**config.mk**
```make
export PLATFORM = sky130hd
export DESIGN_NAME = thread_loader_flat
export DESIGN_NICKNAME = d
export VERILOG_FILES = /design/src/rtl/thread_loader_pkg.sv /design/src/rtl/thread_loader_if.sv /design/src/rtl/thread_loader_fifo.sv /design/src/rtl/thread_loader.sv /design/src/flat_wrapper.sv
export SDC_FILE = /design/constraint.sdc
export NUM_CORES = 1
export LEC_CHECK = 0
export ABC_CLOCK_PERIOD_IN_PS = 6750
export CORE_AREA = 2 2 154 156
export CTS_CLUSTER_SIZE = 28
export DETAILED_ROUTE_END_ITERATION = 8
export DIE_AREA = 0 0 156 158
export SYNTH_ARGS = -nofsm -noshare
export SYNTH_HDL_FRONTEND = slang
export SYNTH_SLANG_ARGS = --single-unit
```
**constraint.sdc**
```tcl
create_clock -name CLK -period 6.75 [get_ports CLK]
set_input_delay 1.35 -clock CLK [delete_from_list [all_inputs] [get_ports CLK]]
set_output_delay 1.35 -clock CLK [all_outputs]
set_load 0.02 [all_outputs]
```
**src/rtl/thread_loader_pkg.sv**
```systemverilog
// Shared widths, thread-state constants and loader FSM encoding for the
// per-thread result-memory read path.
package thread_loader_pkg;

    localparam int MEM_ADDR_MSB     = 3;
    localparam int THREAD_STATE_MSB = 1;
    localparam int LEN_W            = 4;

    localparam logic [THREAD_STATE_MSB:0] THREAD_STATE_BUSY = 2'b01;

    typedef enum logic [1:0] {
        ST_IDLE = 2'd0,
        ST_READ = 2'd1,
        ST_DONE = 2'd2
    } ld_state_e;

    // Index of the highest set bit (0 for v < 2).
    function automatic int msb_of(input int v);
        return (v < 2) ? 0 : $clog2(v + 1) - 1;
    endfunction

endpackage

```
**src/rtl/thread_loader_if.sv**
```systemverilog
// Request, memory read port, core write bus and thread-state update signals
// of the thread loader.
interface thread_loader_if
    import thread_loader_pkg::*;
#(
    parameter int N_CORES = 3
);
    localparam int N_THREADS     = 2 * N_CORES;
    localparam int N_THREADS_MSB = msb_of(N_THREADS - 1);
    localparam int MEM_TOTAL_MSB = N_THREADS_MSB + 1 + MEM_ADDR_MSB;

    logic                        req_valid;
    logic                        req_ready;
    logic [N_THREADS_MSB:0]      req_thread;
    logic [MEM_ADDR_MSB:0]       req_addr;
    logic [LEN_W-1:0]            req_len;
    logic                        mem_rd_en;
    logic [MEM_TOTAL_MSB:0]      mem_rd_addr;
    logic [31:0]                 mem_dout;
    logic [31:0]                 core_dout;
    logic [N_CORES-1:0]          core_wr_en;
    logic                        core_seq;
    logic [N_CORES-1:0]          core_full;
    logic [N_THREADS_MSB:0]      ts_num;
    logic                        ts_wr_en;
    logic [THREAD_STATE_MSB:0]   ts_wr;
    logic                        err;

    modport master (
        input  req_valid, req_thread, req_addr, req_len, mem_dout, core_full,
        output req_ready, mem_rd_en, mem_rd_addr, core_dout, core_wr_en,
               core_seq, ts_num, ts_wr_en, ts_wr, err
    );

    modport slave (
        output req_valid, req_thread, req_addr, req_len, mem_dout, core_full,
        input  req_ready, mem_rd_en, mem_rd_addr, core_dout, core_wr_en,
               core_seq, ts_num, ts_wr_en, ts_wr, err
    );

endinterface

```
**src/rtl/thread_loader_fifo.sv**
```systemverilog
// Small register-array FIFO buffering read words between the memory port and
// the core bus; only the pointers are reset.
module loader_fifo #(
    parameter  int DEPTH = 4,
    parameter  int W     = 32,
    localparam int AW    = $clog2(DEPTH)
) (
    input  logic          clk,
    input  logic          rst_n,
    input  logic          push,
    input  logic [W-1:0]  din,
    input  logic          pop,
    output logic [W-1:0]  dout,
    output logic [AW:0]   count,
    output logic          empty,
    output logic          full
);
    logic [AW:0]  wr_ptr_q, wr_ptr_d;
    logic [AW:0]  rd_ptr_q, rd_ptr_d;
    logic [W-1:0] mem_q [DEPTH];

    always_comb begin
        count    = wr_ptr_q - rd_ptr_q;
        empty    = (count == '0);
        full     = (count == (AW+1)'(DEPTH));
        wr_ptr_d = wr_ptr_q;
        rd_ptr_d = rd_ptr_q;
        if (push && !full)  wr_ptr_d = wr_ptr_q + (AW+1)'(1);
        if (pop  && !empty) rd_ptr_d = rd_ptr_q + (AW+1)'(1);
        dout     = mem_q[rd_ptr_q[AW-1:0]];
    end

    always_ff @(posedge clk or negedge rst_n) begin
        if (!rst_n) begin
            wr_ptr_q <= '0;
            rd_ptr_q <= '0;
        end else begin
            wr_ptr_q <= wr_ptr_d;
            rd_ptr_q <= rd_ptr_d;
        end
    end

    always_ff @(posedge clk) begin
        if (push && !full) mem_q[wr_ptr_q[AW-1:0]] <= din;
    end

endmodule

```
**src/rtl/thread_loader.sv**
```systemverilog
// Streams a thread's words from the result memory into the owning core,
// honouring per-core backpressure, then marks the thread state.
module thread_loader
    import thread_loader_pkg::*;
#(
    parameter int N_CORES    = 3,
    parameter int FIFO_DEPTH = 4
) (
    input logic             CLK,
    input logic             RST_N,
    thread_loader_if.master bus
);
    localparam int N_THREADS = 2 * N_CORES;
    localparam int TW        = msb_of(N_THREADS - 1) + 1;
    localparam int AW        = MEM_ADDR_MSB + 1;
    localparam int FCW       = $clog2(FIFO_DEPTH) + 1;

    typedef logic [LEN_W:0] cnt_t;

    ld_state_e        state_q, state_d;
    logic [TW-1:0]    thread_q, thread_d;
    logic [AW-1:0]    addr_q, addr_d;
    logic [LEN_W-1:0] len_q, len_d;
    cnt_t             rd_cnt_q, rd_cnt_d;
    cnt_t             wr_cnt_q, wr_cnt_d;
    logic             inflight_q, inflight_d;
    logic             err_q, err_d;

    logic             rd_en, ts_pulse, deliver, credit_ok;
    logic             fifo_pop, fifo_empty, fifo_full;
    logic [FCW-1:0]   fifo_count;
    logic [31:0]      fifo_head;
    logic [N_CORES-1:0] wr_en;

    // Push is driven by the registered issue strobe, so read data lands one
    // cycle after the address and a reset drops anything still in flight.
    loader_fifo #(.DEPTH(FIFO_DEPTH), .W(32)) u_fifo (
        .clk   (CLK),
        .rst_n (RST_N),
        .push  (inflight_q),
        .din   (bus.mem_dout),
        .pop   (fifo_pop),
        .dout  (fifo_head),
        .count (fifo_count),
        .empty (fifo_empty),
        .full  (fifo_full)
    );

    always_comb begin
        state_d    = state_q;
        thread_d   = thread_q;
        addr_d     = addr_q;
        len_d      = len_q;
        rd_cnt_d   = rd_cnt_q;
        wr_cnt_d   = wr_cnt_q;
        err_d      = err_q;
        rd_en      = 1'b0;
        ts_pulse   = 1'b0;

        deliver = (state_q != ST_IDLE) && !fifo_empty;
        // Leave one slot for the word already on its way from memory.
        credit_ok = !fifo_full &&
                    ((int'(fifo_count) + int'(inflight_q)) < FIFO_DEPTH - 1);
        for (int c = 0; c < N_CORES; c++)
            wr_en[c] = deliver && (int'(thread_q >> 1) == c) && !bus.core_full[c];
        fifo_pop = |wr_en;
        if (fifo_pop) wr_cnt_d = wr_cnt_q + cnt_t'(1);

        case (state_q)
            ST_IDLE: begin
                if (bus.req_valid) begin
                    thread_d = bus.req_thread;
                    addr_d   = bus.req_addr;
                    rd_cnt_d = '0;
                    wr_cnt_d = '0;
                    if (int'(bus.req_thread) >= N_THREADS) begin
                        err_d   = 1'b1;
                        len_d   = '0;
                        state_d = ST_DONE;
                    end else begin
                        len_d = bus.req_len;
                        if (bus.req_len == '0) begin
                            state_d = ST_DONE;
                        end else begin
                            state_d = ST_READ;
                            if (int'(bus.req_addr) + int'(bus.req_len) > (1 << AW))
                                err_d = 1'b1;
                        end
                    end
                end
            end
            ST_READ: begin
                if ((rd_cnt_q < cnt_t'(len_q)) && credit_ok) begin
                    rd_en    = 1'b1;
                    rd_cnt_d = rd_cnt_q + cnt_t'(1);
                end
                if (fifo_pop && (wr_cnt_q + cnt_t'(1) == cnt_t'(len_q)))
                    state_d = ST_DONE;
            end
            ST_DONE: begin
                ts_pulse = 1'b1;
                state_d  = ST_IDLE;
            end
            default: state_d = ST_IDLE;
        endcase

        inflight_d = rd_en;
    end

    always_ff @(posedge CLK or negedge RST_N) begin
        if (!RST_N) begin
            state_q    <= ST_IDLE;
            thread_q   <= '0;
            addr_q     <= '0;
            len_q      <= '0;
            rd_cnt_q   <= '0;
            wr_cnt_q   <= '0;
            inflight_q <= 1'b0;
            err_q      <= 1'b0;
        end else begin
            state_q    <= state_d;
            thread_q   <= thread_d;
            addr_q     <= addr_d;
            len_q      <= len_d;
            rd_cnt_q   <= rd_cnt_d;
            wr_cnt_q   <= wr_cnt_d;
            inflight_q <= inflight_d;
            err_q      <= err_d;
        end
    end

    assign bus.req_ready   = (state_q == ST_IDLE);
    assign bus.mem_rd_en   = rd_en;
    assign bus.mem_rd_addr = {thread_q, addr_q + AW'(rd_cnt_q)};
    assign bus.core_dout   = fifo_empty ? '0 : fifo_head;
    assign bus.core_wr_en  = wr_en;
    assign bus.core_seq    = thread_q[0];
    assign bus.ts_num      = thread_q;
    assign bus.ts_wr_en    = ts_pulse;
    assign bus.ts_wr       = THREAD_STATE_BUSY;
    assign bus.err         = err_q;

endmodule
```
**src/flat_wrapper.sv**
```systemverilog
// flat-port wrapper written by rule: the top's interface ports become plain ports
module thread_loader_flat import thread_loader_pkg::*;
#(
    parameter int N_CORES    = 3,
    parameter int FIFO_DEPTH = 4
)
  (CLK, RST_N, bus_req_valid, bus_req_thread, bus_req_addr, bus_req_len, bus_mem_dout, bus_core_full, bus_req_ready, bus_mem_rd_en, bus_mem_rd_addr, bus_core_dout, bus_core_wr_en, bus_core_seq, bus_ts_num, bus_ts_wr_en, bus_ts_wr, bus_err);
  thread_loader_if #(.N_CORES(N_CORES)) bus_i ();
  input logic CLK;
  input logic RST_N;
  input wire logic [$bits(bus_i.req_valid)-1:0] bus_req_valid;
  input wire logic [$bits(bus_i.req_thread)-1:0] bus_req_thread;
  input wire logic [$bits(bus_i.req_addr)-1:0] bus_req_addr;
  input wire logic [$bits(bus_i.req_len)-1:0] bus_req_len;
  input wire logic [$bits(bus_i.mem_dout)-1:0] bus_mem_dout;
  input wire logic [$bits(bus_i.core_full)-1:0] bus_core_full;
  output wire logic [$bits(bus_i.req_ready)-1:0] bus_req_ready;
  output wire logic [$bits(bus_i.mem_rd_en)-1:0] bus_mem_rd_en;
  output wire logic [$bits(bus_i.mem_rd_addr)-1:0] bus_mem_rd_addr;
  output wire logic [$bits(bus_i.core_dout)-1:0] bus_core_dout;
  output wire logic [$bits(bus_i.core_wr_en)-1:0] bus_core_wr_en;
  output wire logic [$bits(bus_i.core_seq)-1:0] bus_core_seq;
  output wire logic [$bits(bus_i.ts_num)-1:0] bus_ts_num;
  output wire logic [$bits(bus_i.ts_wr_en)-1:0] bus_ts_wr_en;
  output wire logic [$bits(bus_i.ts_wr)-1:0] bus_ts_wr;
  output wire logic [$bits(bus_i.err)-1:0] bus_err;
  assign bus_i.req_valid = bus_req_valid;
  assign bus_i.req_thread = bus_req_thread;
  assign bus_i.req_addr = bus_req_addr;
  assign bus_i.req_len = bus_req_len;
  assign bus_i.mem_dout = bus_mem_dout;
  assign bus_i.core_full = bus_core_full;
  assign bus_req_ready = bus_i.req_ready;
  assign bus_mem_rd_en = bus_i.mem_rd_en;
  assign bus_mem_rd_addr = bus_i.mem_rd_addr;
  assign bus_core_dout = bus_i.core_dout;
  assign bus_core_wr_en = bus_i.core_wr_en;
  assign bus_core_seq = bus_i.core_seq;
  assign bus_ts_num = bus_i.ts_num;
  assign bus_ts_wr_en = bus_i.ts_wr_en;
  assign bus_ts_wr = bus_i.ts_wr;
  assign bus_err = bus_i.err;
  thread_loader #(.N_CORES(N_CORES), .FIFO_DEPTH(FIFO_DEPTH)) u_core (.CLK(CLK), .RST_N(RST_N), .bus(bus_i));
endmodule
```
==> results.ini <==
[die]
rows=56
floorplan.initialDensity=0.2959
die_w_um=156
coreArea_um2=23050
io_pins=101
dieArea_um2=24650
die_h_um=158

[power]
intPower_w=0.002669
netSwitchingFraction=0.3776
leakage_nw=3.114
p_per_area_nw_per_um2=494.1
switchingPower_w=0.001620
p_clk_frac=0.220
comb_power_share=0.463
ir_drop_uv=361.4
power_frac_seq=0.317

[synth]
netlist_area_um2=6822
syn_area_per_cell_um2=16.52
syn_inst=413
synth_seq_cells=159
synth-async-reset-ratio=0.1950
yosys_warnings=0
synth_edf_count=128
synth_ff_type=edfxtp_1
ys_seq_area_frac=0.6772
syn_nets=485
yosys.cell_types.count=45

[clock_tree]
cts.sinks=159
root_buffer=clkbuf_16
cts_buffer_depth=2
post_cts_buffers=0
ctsResizeCount=0
clk_transition_reported_paths_ns=0.07
cts_htree_levels=4
hold_buffers=0
cts-buffers-inserted=17
cts_tree=yes
clock_latency_ns=0.42

[setup_path]
ff2ff_path_depth=5
crit_path_start_kind=register
crit_path_cell_trace=inv_1 -> fa_1 -> ha_1 -> a2111o_1 -> a221oi_4 -> clkdlybuf4s50_1
slowest_delay_ns=0.94
crit_path_end=bus_mem_rd_en
startpoint=u_core.u_fifo.rd_ptr_q[1]$_DFFE_PN0P_
critPathCaptureType=primary output
timing.rr.start=u_core.u_fifo.rd_ptr_q[1]$_DFFE_PN0P_
crit_arrival_ns=3.92
path_max_fanout=35
regToRegSetupSlack_ns=2.98
cp.required_ns=5.40
slowest_stage=dfrtp_2
worstSetupPathType=register to primary output
worstReg2RegEnd=u_core.u_fifo.mem_q[2][22]$_DFFE_PP_

[detailed_routing]
met3RoutedLength_um=889
ant_nets=0
highest_layer=met5
via_per_inst=4.668
wl_met1_um=6024
wl_per_cell_um=17.10
met2_length_um=6816
drt_first_pass_iters=6
vias=3800
drtIter0Drc=138
drc=0
wl_um=13920

[cells_and_area]
fin_util=0.3765
diodes=0
layout-drive-gt1-share=0.1469
syn_to_final_growth_pct=27.24
fin_area_um2=8680
fin_nets=583

[run_status]
status=finished, final reports clean

[worst_hold_path]
hold_path_class=register to register
hold_depth=2

[timing]
drv_slew=0
skew_ns=0.01263
finalHoldWorstSlack_ns=0.4836
rsz0062_at_grt=false
tightestPinTransition_ns=0.9941
relSlewSlack=0.3373
setup_violations=0
fin_crit_sh=0.7803
finalHoldViolations=0
max_freq_mhz=189.9
setup_tns_ns=0
layout_min_cycle_time_ns=5.267

[run]
drv_cap=0

[global_route]
antenna_found_initial=1
grt_pass1_vias=4046
grt_max_degree=36
overflow=0
grt_pass1_wl_um=21890
grt_use_total=0.1185

[placed_design]
placed_cell_area_um2=8090
io_buffer_count=98
gp_congestion=0.7218
hpwlAfterDp_um=8470

worst max-delay path: cells and delay by family, from the launching register on:
family          cells  cell delay [ns]
flops               1             0.94
buf+inv             2             0.86
fa+ha+maj           2             0.88
compound gates      2             0.81
Yosys cell counts, types with 5 or more instances:
master,instances,area (um2)
edfxtp_1,128,3844
nor2b_1,35,219.0
mux4_2,32,720.7
dfrtp_1,31,775.7
nand2_1,31,116.4
inv_1,21,78.83
ha_1,20,250.2
clkbuf_1,12,45.04
xnor2_1,10,87.58
nand3_1,8,40.04
nor2_1,8,30.03
buf_4,7,52.55
o21ai_0,7,35.03
xor2_1,7,61.31
and2_1,5,31.28
stage by stage:
step | power (W) | setup slack (ns) | cells
2_1_floorplan | 0.002574 | 2.598 | 413
3_3_place_gp | 0.003358 | 1.893 | 782
3_5_place_dp | 0.003399 | 1.827 | 782
4_1_cts | 0.004365 | 1.363 | 814
5_1_grt | 0.004554 | 1.195 | 814
6_report | 0.004288 | 1.483 | 814
worst min path at each step:
stage                                        end  slack (ns)                          from
floorplan           u_core.addr_q[0]$_DFFE_PN0P_        0.45  u_core.addr_q[0]$_DFFE_PN0P_
global placement    u_core.addr_q[0]$_DFFE_PN0P_        0.47  u_core.addr_q[0]$_DFFE_PN0P_
detailed placement    u_core.bus.err$_DFFE_PN0P_        0.47    u_core.bus.err$_DFFE_PN0P_
CTS                   u_core.bus.err$_DFFE_PN0P_        0.49    u_core.bus.err$_DFFE_PN0P_
global route          u_core.bus.err$_DFFE_PN0P_        0.52    u_core.bus.err$_DFFE_PN0P_
finish                u_core.bus.err$_DFFE_PN0P_        0.48    u_core.bus.err$_DFFE_PN0P_
cell usage in the layout (no fill, tap or decap), types with 2 or more instances in the layout:
master / instances
clkbuf_16: 17
clkdlybuf4s50_1: 98
o31ai_1: 4
a21oi_1: 4
a31oi_1: 2
nor3_1: 2
clkinv_4: 3
o211ai_1: 4
clkinv_8: 3
mux4_2: 32
a21o_1: 2
xor2_1: 7
inv_8: 6
nand2_1: 31
xnor2_1: 10
a211o_1: 2
inv_6: 2
buf_4: 3
ha_1: 20
nor2b_1: 35
and2_2: 4
inv_1: 21
nor2_1: 7
dfrtp_1: 29
dfrtp_2: 2
conb_1: 2
mux2i_1: 3
o21ai_0: 7
nand3_1: 8
edfxtp_1: 128
fa_1: 3
nand2b_1: 2
routing by layer:
layer  vias to the layer above  track usage
li1                       1738            -
met1                      1932       0.1448
met2                       113       0.2008
met3                        15      0.04051
met4                         2      0.03277
met5                         -            0
flip-flops by register name (all words and copies together) (netlist names):
register,cells
u_core.u_fifo.wr_ptr_q,3
u_core.u_fifo.mem_q,128
u_core.state_q,2
u_core.inflight_q,1
u_core.bus.ts_num,3
u_core.rd_cnt_q,5
u_core.addr_q,4
u_core.wr_cnt_q,5
u_core.u_fifo.rd_ptr_q,3
u_core.bus.err,1
u_core.len_q,4
power by group through the flow:
stage                     Sequential [W]  Combinational, W  Clock (W)
after floorplan                  0.00132           0.00125          0
after global placement           0.00138           0.00198          0
after detailed placement         0.00139           0.00201          0
after CTS                        0.00137           0.00203   0.000966
after global routing             0.00138           0.00217    0.00101
final                            0.00136           0.00199   0.000943
area by class of cell:
type,count,area (um2)
multi-input combinational,211,2023
fill,2127,14370
timing repair buffer,101,1003
sequential,159,4622
clock inverter,14,160.2
clock buffer,18,429.2
tap,290,362.8
inverter,21,78.83
logic make-up (layout without fill, tap and decap cells):
family                     after synthesis  in the layout  synth area share
other                                    2              2          0.001101
buffers and inverters                   43            154           0.02806
muxes                                   36             36            0.1117
DFF                                    159            159            0.6772
and+or+nand+nor                        100            100           0.07631
adders and majority gates               23             23           0.04549
xor gates and xnor gates                18             18           0.02513
AOI/OAI and AO/OA                       32             32           0.03503
Note: power is estimated with default switching activity, not from simulation.
